**src/rtl/addsub_arbiter.sv**
```systemverilog
// Two-requester round-robin arbiter sharing a single signed adder/subtractor.
// Each accepted request passes through IDLE -> EXEC -> DONE, so the unit
// completes at most one operation every three cycles. All outputs are registered.
module addsub_arbiter #(
  parameter int WIDTH = 32
) (
  input  logic                    clk,
  input  logic                    clr_n,
  input  logic                    req0,
  input  logic                    op0,
  input  logic signed [WIDTH-1:0] a0,
  input  logic signed [WIDTH-1:0] b0,
  input  logic                    req1,
  input  logic                    op1,
  input  logic signed [WIDTH-1:0] a1,
  input  logic signed [WIDTH-1:0] b1,
  output logic                    gnt0,
  output logic                    gnt1,
  output logic                    busy,
  output logic signed [WIDTH-1:0] result,
  output logic                    ovf,
  output logic                    done,
  output logic                    done_id
);

  localparam logic [1:0] IDLE = 2'd0;
  localparam logic [1:0] EXEC = 2'd1;
  localparam logic [1:0] DONE = 2'd2;

  logic [1:0] state;
  logic       prio;
  logic       any_req;
  logic       win;

  logic signed [WIDTH-1:0] a_p0;
  logic signed [WIDTH-1:0] b_p0;
  logic                    op_p0;
  logic                    id_p0;

  logic signed [WIDTH-1:0] b_eff;
  logic signed [WIDTH-1:0] sum;
  logic                    sum_ovf;

  // Subtraction reuses the adder: A - B = A + ~B + 1, wrapping modulo 2^WIDTH.
  function automatic logic signed [WIDTH-1:0] addsub(
    input logic signed [WIDTH-1:0] a,
    input logic signed [WIDTH-1:0] b_in,
    input logic                    sub
  );
    logic [WIDTH-1:0] carry;
    carry = {{(WIDTH-1){1'b0}}, sub};
    return a + b_in + carry;
  endfunction

  // Overflow: both adder inputs share a sign but the sum's sign differs.
  function automatic logic ovf_flag(
    input logic a_msb,
    input logic b_msb,
    input logic s_msb
  );
    return (a_msb == b_msb) && (s_msb != a_msb);
  endfunction

  // Winner selection: a lone requester always wins, otherwise prio decides.
  always_comb begin
    any_req = req0 | req1;
    win     = req1 & (~req0 | prio);
  end

  // Shared adder operating on the captured operands during EXEC.
  always_comb begin
    b_eff   = op_p0 ? ~b_p0 : b_p0;
    sum     = addsub(a_p0, b_eff, op_p0);
    sum_ovf = ovf_flag(a_p0[WIDTH-1], b_eff[WIDTH-1], sum[WIDTH-1]);
  end

  // ---- stage p0: operand capture at the IDLE edge that accepts a request ----
  // Operand registers carry data only, so they are left out of reset.
  always_ff @(posedge clk) begin
    if (state == IDLE && any_req) begin
      a_p0  <= win ? a1 : a0;
      b_p0  <= win ? b1 : b0;
      op_p0 <= win ? op1 : op0;
    end
  end

  // ---- stage p1: FSM, grant/done pulses and result registers ----
  // Reset aborts any operation in flight and clears the visible result.
  always_ff @(posedge clk or negedge clr_n) begin
    if (!clr_n) begin
      state   <= IDLE;
      prio    <= 1'b0;
      id_p0   <= 1'b0;
      gnt0    <= 1'b0;
      gnt1    <= 1'b0;
      busy    <= 1'b0;
      done    <= 1'b0;
      done_id <= 1'b0;
      result  <= '0;
      ovf     <= 1'b0;
    end else begin
      case (state)
        IDLE: begin
          done <= 1'b0;
          if (any_req) begin
            state <= EXEC;
            id_p0 <= win;
            gnt0  <= ~win;
            gnt1  <= win;
            busy  <= 1'b1;
            prio  <= ~win;
          end else begin
            gnt0 <= 1'b0;
            gnt1 <= 1'b0;
            busy <= 1'b0;
          end
        end
        EXEC: begin
          state   <= DONE;
          gnt0    <= 1'b0;
          gnt1    <= 1'b0;
          done    <= 1'b1;
          result  <= sum;
          ovf     <= sum_ovf;
          done_id <= id_p0;
        end
        DONE: begin
          state <= IDLE;
          done  <= 1'b0;
          busy  <= 1'b0;
        end
        default: begin
          state <= IDLE;
          gnt0  <= 1'b0;
          gnt1  <= 1'b0;
          busy  <= 1'b0;
          done  <= 1'b0;
        end
      endcase
    end
  end

endmodule

```
**config.mk**
```make
export PLATFORM = sky130hd
export DESIGN_NAME = addsub_arbiter
export DESIGN_NICKNAME = d
export VERILOG_FILES = /design/src/rtl/addsub_arbiter.sv
export SDC_FILE = /design/constraint.sdc
export NUM_CORES = 1
export LEC_CHECK = 0
export CORE_ASPECT_RATIO = 0.5
export CORE_MARGIN = 1
export CORE_UTILIZATION = 60
export CTS_BUF_LIST = sky130_fd_sc_hd__clkbuf_8
export CTS_CLUSTER_DIAMETER = 120
export DETAILED_ROUTE_END_ITERATION = 7
export DONT_BUFFER_PORTS = 1
export PLACE_DENSITY = 0.83
export SYNTH_ARGS = -nofsm -noshare
export SYNTH_HDL_FRONTEND = slang
export SYNTH_SLANG_ARGS = --single-unit
```
**constraint.sdc**
```tcl
create_clock -name clk -period 12.09 [get_ports clk]
set_input_delay 3.627 -clock clk [delete_from_list [all_inputs] [get_ports clk]]
set_output_delay 3.627 -clock clk [all_outputs]
set_load 0.02 [all_outputs]
```
Word level (Yosys, flattened, before mapping)
Cells that the tools add are included.
{"block": "classes", "addsub": 2, "n_eq_ne": 5, "n_mux": 13, "n_bitwise": 6, "n_reduce_logical": 4}
{"operator": "$mux 32", "count": 3}
{"operator": "$add 32x1->32", "count": 1}
{"operator": "$add 32x32->32", "count": 1}
{"operator": "$not 32->32", "count": 1}
{"operator": "$pmux 1 s2", "count": 3}
{"operator": "$mux 1", "count": 5}
{"operator": "$pmux 2 s2", "count": 1}
{"operator": "$eq 2x1->1 const B", "count": 1}
{"operator": "$eq 2x2->1 const B", "count": 1}
{"operator": "$logic_and 1x1->1", "count": 2}
{"operator": "$logic_not 2->1", "count": 1}
{"operator": "$mux 2", "count": 1}
{"operator": "$ne 2x2->1 const B", "count": 1}
{"operator": "$not 1->1", "count": 2}
{"operator": "$or 1x1->1", "count": 2}
{"operator": "$reduce_and 2->1", "count": 1}
{"operator": "$and 1x1->1", "count": 1}
{"operator": "$eq 1x1->1", "count": 1}
{"operator": "$ne 1x1->1", "count": 1}
{"block": "word_totals", "regBits": 107, "in_bits": 134, "output_inout_bits": 38, "elab_cells": 43}

Logic depth before layout (Yosys ltp)
Gate-level depths: netlist of the first run.
{"block": "logic_depth", "ltp_word": 6, "mapped_depth": 13, "mapped_depth_nobuf": 11}

Least setup slack after synthesis of the first run
No wires, ideal clock.
{"block": "synth_path", "path_type": "input port to flip-flop", "from": "input req0", "to": "register prio", "setup_ps": 88, "arrival_time_ps": 9078, "t_required_ps": 12002, "slack_ps": 2923, "cell_stages": 3, "path_buffers": 0, "path_cell_list": "nor2_1 > nor3_1 > mux2_2"}
{"block": "synth_between", "elab_chain_cells": 4, "word_cells_on_any_way": 6, "classes_between": "5 x bitwise; 1 x reduce/logical"}
{"element": "start, declared", "line_no": "9", "rtl": "input logic req0,"}
{"element": "$not 1->1", "line_no": "67", "rtl": "win = req1 & (~req0 | prio);"}
{"element": "$or 1x1->1", "line_no": "67"}
{"element": "$and 1x1->1", "line_no": "67"}
{"element": "$not 1->1", "line_no": "111", "rtl": "prio <= ~win;"}
{"element": "end signal, assigned", "line_no": "111"}
{"element": "end, declared", "line_no": "31", "rtl": "logic prio;"}
Parallel ways exist; a longest one is shown, timed or not.
A chain may end at the register's enable or synchronous reset.

Final worst setup path of the first run
{"block": "layout_path", "from": "input req0", "to": "register a_p0[11], data pin"}
{"block": "layout_between", "elab_chain_cells": 4}
{"element": "$not 1->1", "line_no": "67"}
{"element": "$or 1x1->1", "line_no": "67"}
{"element": "$and 1x1->1", "line_no": "67"}
{"element": "$mux 32", "line_no": "81", "rtl": "a_p0 <= win ? a1 : a0;"}
{"element": "end signal, assigned", "line_no": "81"}
{"element": "end, declared", "line_no": "35", "rtl": "logic signed [WIDTH-1:0] a_p0;"}
Every way passes these cells.

==> qor.yml, run 1 <==
run_status:
  status: "finished clean"
sta:
  finalSetupViolations: 0
  fin_skew_ns: 0.01317
  tns_ns: 0
  slew_viol_final: 0
  finalHoldViolCount: 0
  slew-limit-headroom_pct: 42.81
  period_needed_ns: 4.806
  clock.fmax_mhz: 208.1
  tightest_slew_ns: 0.8579
  rsz0062_at_grt: "false"
  min_period_over_period_pct: 39.76
power:
  total_leakage_power_nw: 2.613
  ir_drop_mv: 0.1130
  total_power_mw: 2.122
  power.density_mw_per_mm2: 323.6
global_routing:
  gr-total-overflow: 0
  grt.total_usage_pct: 24.61
  grt_start_max_net_pins: 70
  grt_pass1_wl_mm: 20.53
  grt_antenna_before_repair: 0
  grt_pass1_vias: 4013
cts:
  clk_pin_slew_ns: 0.09
  cts_buffer_depth: 2
  cts_resized: 0
  postCtsSetupBuffers: 0
  cts_tree: "yes"
  cts_buffers: 9
  clockRootBuffer: "clkbuf_8"
  cts.sinks: 107
  clk_latency_ns: 0.38
  cts_hold_buf: 0
  htreeDepth: 3
synthesis:
  synthArstFlopShare_pct: 39.25
  synth_seq_cells: 107
  syn_avg_cell_area_um2: 11.24
  synthFlopType: "edfxtp_1"
  synth_edf_count: 65
  synthesis.nets: 722
  yosysSeqAreaShare_pct: 47.95
  synth_cell_type_count: 53
  synth_cells: 557
  synthesis.area_mm2: 0.006262
  ys.warnings.count: 0
worst_setup_path:
  cp-start-kind: "input pin"
  slowest_delay_ns: 0.68
  crit_chain: "inv_1, o21ai_4, buf_4, mux2_2"
  cp.arrival_ns: 4.94
  worstSetupPathType: "input pin to flip-flop"
  cp_max_fo: 69
  crit_path_end_kind: "flip-flop"
  worst_ep_required_time_ns: 12.22
  cp_slowest_cell: "buf_4"
route:
  wl_per_cell_um: 18.75
  via_per_inst: 6.143
  vias: 4208
  drt_iter0_markers: 346
  drc: 0
  postRouteAntennaNets: 0
  dr.pass1.iters: 5
  wirelength_mm: 12.85
layout:
  fillers: 763
  diodes: 0
  area_growth_pct: 4.715
  layout-drive-gt1-share_pct: 18.36
  nets: 710
floorplanning:
  ioPinCount: 172
  dieHeight_um: 74.24
  fp-row-count: 25
  core-area_mm2: 0.009791
  start_util_pct: 63.96
  chipWidth_um: 146.5
  die-area_mm2: 0.01087
place:
  port_buffers: 0
  hpwlAfterDp_mm: 9.314
  finalWeightedCongestion: 0.8308
run:
  drv_cap: 0
hold_path:
  hold_path_class: "flip-flop to flip-flop"
==> layout by cell type, fill, tap and decap left out, types with 3 or more instances in the layout <==
cell	Yosys	layout
buf_4	0	5
o21ai_1	12	11
a211oi_1	3	3
xnor2_1	15	15
clkbuf_8	0	9
o21ai_0	30	30
mux2_2	68	68
nand2b_1	5	4
edfxtp_1	65	65
a21oi_1	31	31
o21a_1	6	6
xor2_1	40	40
o21bai_1	3	3
nor3_1	9	8
nor2_1	19	19
nand2_1	57	57
a21o_1	17	17
nor2b_1	5	5
ha_1	30	30
nand3_1	7	7
a31oi_1	4	4
inv_1	13	15
nand4_1	7	7
dfrtp_1	42	42
o211ai_1	8	8
==> registers in the layout (all words and copies together), names as in the netlist, 2 cells and up <==
| register | flops |
|---|---|
| state | 2 |
| b_p0 | 32 |
| result | 32 |
| a_p0 | 32 |
==> power breakdown <==
part	internal (mW)	switching [mW]
Combinational	0.477	0.696
Sequential	0.566	0.166
Clock	0.0941	0.123
Total	1.14	0.985
==> layout make-up <==
| type | count | area (um2) | share of cell area (%) |
|---|---|---|---|
| well taps | 135 | 168.9 | 2.576 |
| clock inverters | 7 | 60.06 | 0.9159 |
| repair buffers | 5 | 37.54 | 0.5724 |
| multi-input cells | 409 | 3115 | 47.51 |
| inverters | 13 | 48.80 | 0.7441 |
| flip-flops and latches | 107 | 3003 | 45.79 |
| clock buffers | 9 | 123.9 | 1.889 |
==> layer usage <==
layer	wire length (um)	vias up	share of wire (%)	track usage (%)
met5	0	-	0	0
met4	119	0	0.93	7.292
met3	1014	11	7.9	7.055
met2	6135	167	48	41.16
met1	5577	2005	43	31.87
li1	-	2025	-	-
==> critical path: cells and delay by family <==
family / cells / cell delay (ns)
buf+inv: 2 / 0.72
mux: 1 / 0.43
compound gates: 1 / 0.13
==> stage by stage <==
step | utilization (%) | hold slack [ns] | area, um2 | instances | worst slack [ns]
detailed placement | 65.10 | 0.5201 | 6374 | 669 | 6.886
finish | 66.98 | 0.5306 | 6558 | 685 | 7.284
CTS | 66.98 | 0.5339 | 6558 | 685 | 7.300
global placement | 65.10 | 0.5004 | 6374 | 669 | 6.927
global route | 66.98 | 0.5794 | 6558 | 685 | 7.208
floorplan | - | 0.4634 | 6262 | 557 | 2.923
==> cell usage after synthesis (2+ instances only) <==
master     instances  area (um2)
xor2_1            40       350.3
buf_1              4       15.01
a211oi_1           3       22.52
a211o_1            2       17.52
a21o_1            17       127.6
edfxtp_1          65        1952
nor4_1             2       12.51
and3_1             2       12.51
o21ai_1           12       60.06
clkbuf_1          22       82.58
a31o_2             2       17.52
o21ai_0           30       150.1
o31ai_1            2       15.01
nand3_1            7       35.03
o21bai_1           3       22.52
o2111ai_1          2       17.52
a221oi_1           2       17.52
ha_1              30       375.4
nor2b_1            5       31.28
inv_1             13       48.80
nand4_1            7       43.79
a21oi_1           31       155.2
nor2_1            19       71.32
o21a_1             6       45.04
xnor2_1           15       131.4
nand2b_1           5       31.28
dfrtp_1           42        1051
a31oi_1            4       25.02
nand2_1           57       214.0
nor3_1             9       45.04
mux2_2            68       765.7
o211ai_1           8       60.06
==> cells by family (layout without fill, tap and decap cells) <==
group | Yosys count | after routing | share of synthesized area, %
XOR/XNOR | 55 | 55 | 7.692
AND/OR/NAND/NOR | 118 | 118 | 8.532
adder cells (fa/ha/maj) | 31 | 31 | 6.314
flip-flops | 107 | 107 | 47.95
multiplexers | 69 | 69 | 12.39
buffers and inverters | 41 | 34 | 2.597
AO/OA/AOI/OAI | 136 | 136 | 14.53
==> path summary, 6_finish.rpt <==
path	from	endpoint	slack, ns	cells after the start
hold reg to reg	id_p0$_DFFE_PN0P_	id_p0$_DFFE_PN0P_	0.53	2
setup / recovery	req0	a_p0[11]$_DFFE_PP_	7.28	4
max in group asynchronous	clr_n	result[26]$_DFFE_PN0P_	9.06	0
min in group asynchronous	clr_n	result[8]$_DFFE_PN0P_	2.92	0
hold / removal	id_p0$_DFFE_PN0P_	id_p0$_DFFE_PN0P_	0.53	2
setup reg to reg	op_p0$_DFFE_PP_	result[28]$_DFFE_PN0P_	8.69	12
(Power assumes the default switching activity.)
==> inputs of run 2 (changes only) <==
--- a/config.mk
+++ b/config.mk
@@ -12,7 +12,7 @@
 export CTS_CLUSTER_DIAMETER = 120
 export DETAILED_ROUTE_END_ITERATION = 7
 export DONT_BUFFER_PORTS = 1
-export PLACE_DENSITY = 0.83
+export PLACE_DENSITY = 0.86
 export SYNTH_ARGS = -nofsm -noshare
 export SYNTH_HDL_FRONTEND = slang
 export SYNTH_SLANG_ARGS = --single-unit
==> constraint.sdc (replaced) <==
create_clock -name clk -period 4.2 [get_ports clk]
set_input_delay 1.26 -clock clk [delete_from_list [all_inputs] [get_ports clk]]
set_output_delay 1.26 -clock clk [all_outputs]
set_load 0.02 [all_outputs]
==> qor.yml, run 2 (same netlist as run 1, synthesis figures left out) <==
run_status:
  status: "finished clean"
sta:
  clock.fmax_mhz: 287.3
  finalSetupViolations: 0
  tns_ns: 0
  finalHoldViolCount: 0
  slew_viol_final: 0
  rsz0062_at_grt: "false"
  period_needed_ns: 3.480
  min_period_over_period_pct: 82.87
  slew-limit-headroom_pct: 54.25
  fin_skew_ns: 0.01739
  tightest_slew_ns: 0.6862
cts:
  cts.sinks: 107
  clk_latency_ns: 0.39
  cts_buffers: 9
  clk_pin_slew_ns: 0.10
  cts_resized: 0
  cts_buffer_depth: 2
  htreeDepth: 3
  cts_hold_buf: 0
  postCtsSetupBuffers: 0
  cts_tree: "yes"
  clockRootBuffer: "clkbuf_8"
worst_setup_path:
  slowest_delay_ns: 0.80
  crit_buf_inv: 1
  r2r_setup_slack_ns: 0.72
  path_delay_family: "compound AO/OA/AOI/OAI gates"
  cp-start-kind: "flip-flop"
  cp_slowest_cell: "edfxtp_1"
  timing.rr.end: "result[29]$_DFFE_PN0P_"
  worst_ep_required_time_ns: 4.46
  crit_path_end_kind: "flip-flop"
  r2r.worst_path.cells: 11
  worstSetupPathType: "flip-flop to flip-flop"
  crit_chain: "buf_4, xor2_1, ha_1, a21oi_1, o211ai_1, a21oi_1, a21oi_2, o2111ai_1, or3b_4, o211ai_1, o211ai_2"
  r2r_start: "op_p0$_DFFE_PP_"
  cp_max_fo: 12
  cp.arrival_ns: 3.74
route:
  wirelength_mm: 12.46
  postRouteAntennaNets: 0
  via_per_inst: 6.087
  drt_iter0_markers: 259
  dr.pass1.iters: 5
  vias: 4182
  drc: 0
  wl_per_cell_um: 18.13
power:
  total_power_mw: 6.124
  total_leakage_power_nw: 2.620
  ir_drop_mv: 0.3654
  power.density_mw_per_mm2: 929.9
place:
  port_buffers: 0
  finalWeightedCongestion: 0.8934
  hpwlAfterDp_mm: 9.363
layout:
  final_common_cell: "mux2_2"
  nets: 712
  layout-drive-gt1-share_pct: 18.66
  layout_common_cells: "68 x mux2_2, 65 x edfxtp_1, 57 x nand2_1, 42 x dfrtp_1, 40 x xor2_1"
  top_regs: "a_p0: 32 flops, b_p0: 32 flops, result: 32 flops"
  area_growth_pct: 5.175
  diodes: 0
  fillers: 733
global_routing:
  grt_pass1_vias: 3916
  grt.total_usage_pct: 23.53
  grt_start_max_net_pins: 69
  gr-total-overflow: 0
  grt_antenna_before_repair: 0
  grt_pass1_wl_mm: 19.42
floorplanning:
  core-area_mm2: 0.009791
  chipWidth_um: 146.5
  die-area_mm2: 0.01087
  start_util_pct: 63.96
  ioPinCount: 172
  fp-row-count: 25
  dieHeight_um: 74.24
hold_path:
  min_from: "id_p0$_DFFE_PN0P_"
  whs_path_depth: 2
  hold_path_class: "flip-flop to flip-flop"
  min_to: "id_p0$_DFFE_PN0P_"
run:
  drv_cap: 0
run 2: worst max path at each step:
| stage | start | end | slack (ns) | cells past startpoint |
|---|---|---|---|---|
| floorplan | req0 | prio$_DFFE_PN0P_ | 0.68 | 3 |
| global placement | op_p0$_DFFE_PP_ | result[28]$_DFFE_PN0P_ | 0.92 | 11 |
| detailed placement | op_p0$_DFFE_PP_ | result[28]$_DFFE_PN0P_ | 0.80 | 11 |
| CTS | op_p0$_DFFE_PP_ | result[28]$_DFFE_PN0P_ | 0.76 | 11 |
| global route | op_p0$_DFFE_PP_ | result[26]$_DFFE_PN0P_ | 0.53 | 11 |
| finish | op_p0$_DFFE_PP_ | result[29]$_DFFE_PN0P_ | 0.72 | 11 |
run 2: layout make-up:
cell class | count | area, um2 | area share (%)
tap | 135 | 168.9 | 2.565
inverter | 13 | 48.80 | 0.7409
clock buffer | 9 | 123.9 | 1.881
clock inverter | 7 | 67.56 | 1.026
sequential | 107 | 3003 | 45.59
timing repair buffer | 7 | 52.55 | 0.7979
multi-input combinational | 409 | 3122 | 47.40
run 2: layer usage:
metal  vias up  global-route usage [%]  share of wire [%]
met3        19                   7.055                6.8
met5         -                       0                  0
met1      1984                   30.90                 45
met2       163                   37.94                 46
met4         0                   8.333                1.7
li1       2016                       -                  -
run 2: worst min-delay path: stages (launching register included):
cell and delay [ns]:
dfrtp_1 0.37, inv_1 0.07, mux2i_1 0.07
run 2: power breakdown:
part	switching [mW]	internal [mW]
logic	1.99	1.38
clock network	0.352	0.275
registers	0.502	1.63
total	2.84	3.28
run 2: through the flow:
step / hold slack, ns / setup slack, ns / area, um2 / std cells / util, %
2_1_floorplan: 0.4829 / 0.6802 / 6274 / 557 / -
3_3_place_gp: 0.4996 / 0.9163 / 6395 / 671 / 65.32
4_1_cts: 0.5432 / 0.7602 / 6586 / 687 / 67.27
6_report: 0.5399 / 0.7197 / 6586 / 687 / 67.27
5_1_grt: 0.5272 / 0.5264 / 6586 / 687 / 67.27
3_5_place_dp: 0.5350 / 0.7991 / 6395 / 671 / 65.32
==> inputs of run 3 (changes only) <==
--- a/config.mk
+++ b/config.mk
@@ -12,7 +12,7 @@
 export CTS_CLUSTER_DIAMETER = 120
 export DETAILED_ROUTE_END_ITERATION = 7
 export DONT_BUFFER_PORTS = 1
-export PLACE_DENSITY = 0.86
+export PLACE_DENSITY = 0.83
 export SYNTH_ARGS = -nofsm -noshare
 export SYNTH_HDL_FRONTEND = slang
 export SYNTH_SLANG_ARGS = --single-unit
==> constraint.sdc (replaced) <==
create_clock -name clk -period 3.5 [get_ports clk]
set_input_delay 1.05 -clock clk [delete_from_list [all_inputs] [get_ports clk]]
set_output_delay 1.05 -clock clk [all_outputs]
set_load 0.02 [all_outputs]
==> qor.yml, run 3 (same netlist as run 1, synthesis figures left out) <==
layout:
  fillers: 736
  final_common_cell: "mux2_2"
  nets: 712
  register_area_mm2: 0.003003
  final_util_pct: 67.37
  multi_input_area_mm2: 0.003122
  top_regs: "a_p0: 32 flops, b_p0: 32 flops, result: 32 flops"
  diodes: 0
  area_growth_pct: 5.335
  layout_common_cells: "68 x mux2_2, 65 x edfxtp_1, 57 x nand2_1, 42 x dfrtp_1, 40 x xor2_1"
  layout-drive-gt1-share_pct: 18.66
worst_setup_path:
  crit_path_end_kind: "flip-flop"
  cp.arrival_ns: 3.46
  worstSetupPathType: "flip-flop to flip-flop"
  cp-start-kind: "flip-flop"
  cp_max_fo: 17
  worst_ep_required_time_ns: 3.77
global_routing:
  met1_usage_pct: 32.66
  grt.total_usage_pct: 24.12
  gr-total-overflow: 0
  grt_antenna_before_repair: 0
  grt_start_max_net_pins: 70
  grt_util_met2_pct: 38.41
  grt_pass1_vias: 3981
  grt_pass1_wl_mm: 20.02
  grtUsageMet3_pct: 6.871
  busiest_layer: "met2"
power:
  p_switching_mw: 3.433
  switching_share_pct: 46.66
  clkPwrFrac_pct: 9.6
  power.density_mw_per_mm2: 1115
  p_seq_share_pct: 34.4
  ir_drop_mv: 0.4239
  comb_power_share_pct: 56.0
  internal-power_mw: 3.924
  total_leakage_power_nw: 2.619
sta:
  period_needed_ns: 3.190
  fin_skew_ns: 0.01621
  hold-worst-slack_ns: 0.3335
  slew_viol_final: 0
  fin_ws_ns: 0.3105
  rsz0062_at_grt: "false"
  clock.fmax_mhz: 313.5
  finalHoldViolCount: 0
  tns_ns: 0
  tightest_slew_ns: 0.5811
  slew-limit-headroom_pct: 60.85
  min_period_over_period_pct: 91.13
  finalSetupViolations: 0
route:
  postRouteAntennaNets: 0
  dr.pass1.iters: 5
  vias: 4269
  drc: 0
  drt_iter0_markers: 327
  via_per_inst: 6.214
  wirelength_mm: 12.45
  wl_per_cell_um: 18.12
cts:
  clk_latency_ns: 0.39
  postCtsSetupBuffers: 0
  cts_buffer_depth: 2
  cts.sinks: 107
  cts_resized: 0
  cts_buffers: 9
  htreeDepth: 3
  cts_tree: "yes"
  clk_pin_slew_ns: 0.11
  cts_hold_buf: 0
  clockRootBuffer: "clkbuf_8"
place:
  hpwlAfterDp_mm: 9.090
  place_ws_ns: 0.3628
  port_buffers: 0
  finalWeightedCongestion: 0.9030
floorplanning:
  core-area_mm2: 0.009791
  chipWidth_um: 146.5
  die-area_mm2: 0.01087
  fp-row-count: 25
  dieHeight_um: 74.24
  ioPinCount: 172
  start_util_pct: 63.96
hold_path:
  hold_path_class: "input pin to asynchronous set/reset pin"
run:
  drv_cap: 0
run_status:
  status: "finished clean"
run 3: final cells by class:
type,instances,area share [%]
Sequential cell,107,45.52
Clock inverter,6,0.5880
Clock buffer,10,2.086
Multi-Input combinational cell,409,47.33
Inverter,13,0.7398
Timing Repair Buffer,7,1.176
Tap cell,135,2.561
run 3: routing by layer:
layer,routed length [um],up-vias
met2,5713,163
met3,899,13
met4,143,0
li1,-,2021
met1,5688,2072
met5,0,-
run 3: worst max-delay path, cell delays in order, from the launching register on:
cell and delay [ns]:
edfxtp_1 0.45, buf_4 0.25, xor2_1 0.19, ha_1 0.36
nor2b_1 0.19, o31ai_2 0.37, a211oi_1 0.14, o211ai_1 0.20
nand3_1 0.18, a311oi_2 0.48, xor2_1 0.18, o21ai_1 0.07
run 3: path summary, 6_finish.rpt:
check	start	end	slack, ns	depth (start not counted)
worst min register to register	id_p0$_DFFE_PN0P_	id_p0$_DFFE_PN0P_	0.54	2
worst max register to register	op_p0$_DFFE_PP_	result[26]$_DFFE_PN0P_	0.31	11
min in group clk	id_p0$_DFFE_PN0P_	id_p0$_DFFE_PN0P_	0.54	2
worst min-delay path	clr_n	result[12]$_DFFE_PN0P_	0.33	0
max in group asynchronous	clr_n	result[29]$_DFFE_PN0P_	3.06	0
worst max-delay path	op_p0$_DFFE_PP_	result[26]$_DFFE_PN0P_	0.31	11
run 3: metrics by stage:
stage / power (mW) / std cells / area, um2
finish: 7.357 / 687 / 6596
CTS: 7.337 / 687 / 6596
global placement: 6.472 / 671 / 6420
global route: 7.916 / 687 / 6596
detailed placement: 6.612 / 671 / 6420
floorplan: 5.735 / 557 / 6274
run 3: power by group through the flow:
stage,sequential (mW),clock (mW),combinational [mW]
after global placement,2.55,0,3.92
after CTS,2.54,0.720,4.08
final,2.53,0.710,4.12
after detailed placement,2.57,0,4.04
after floorplan,2.45,0,3.28
after global routing,2.58,0.759,4.57
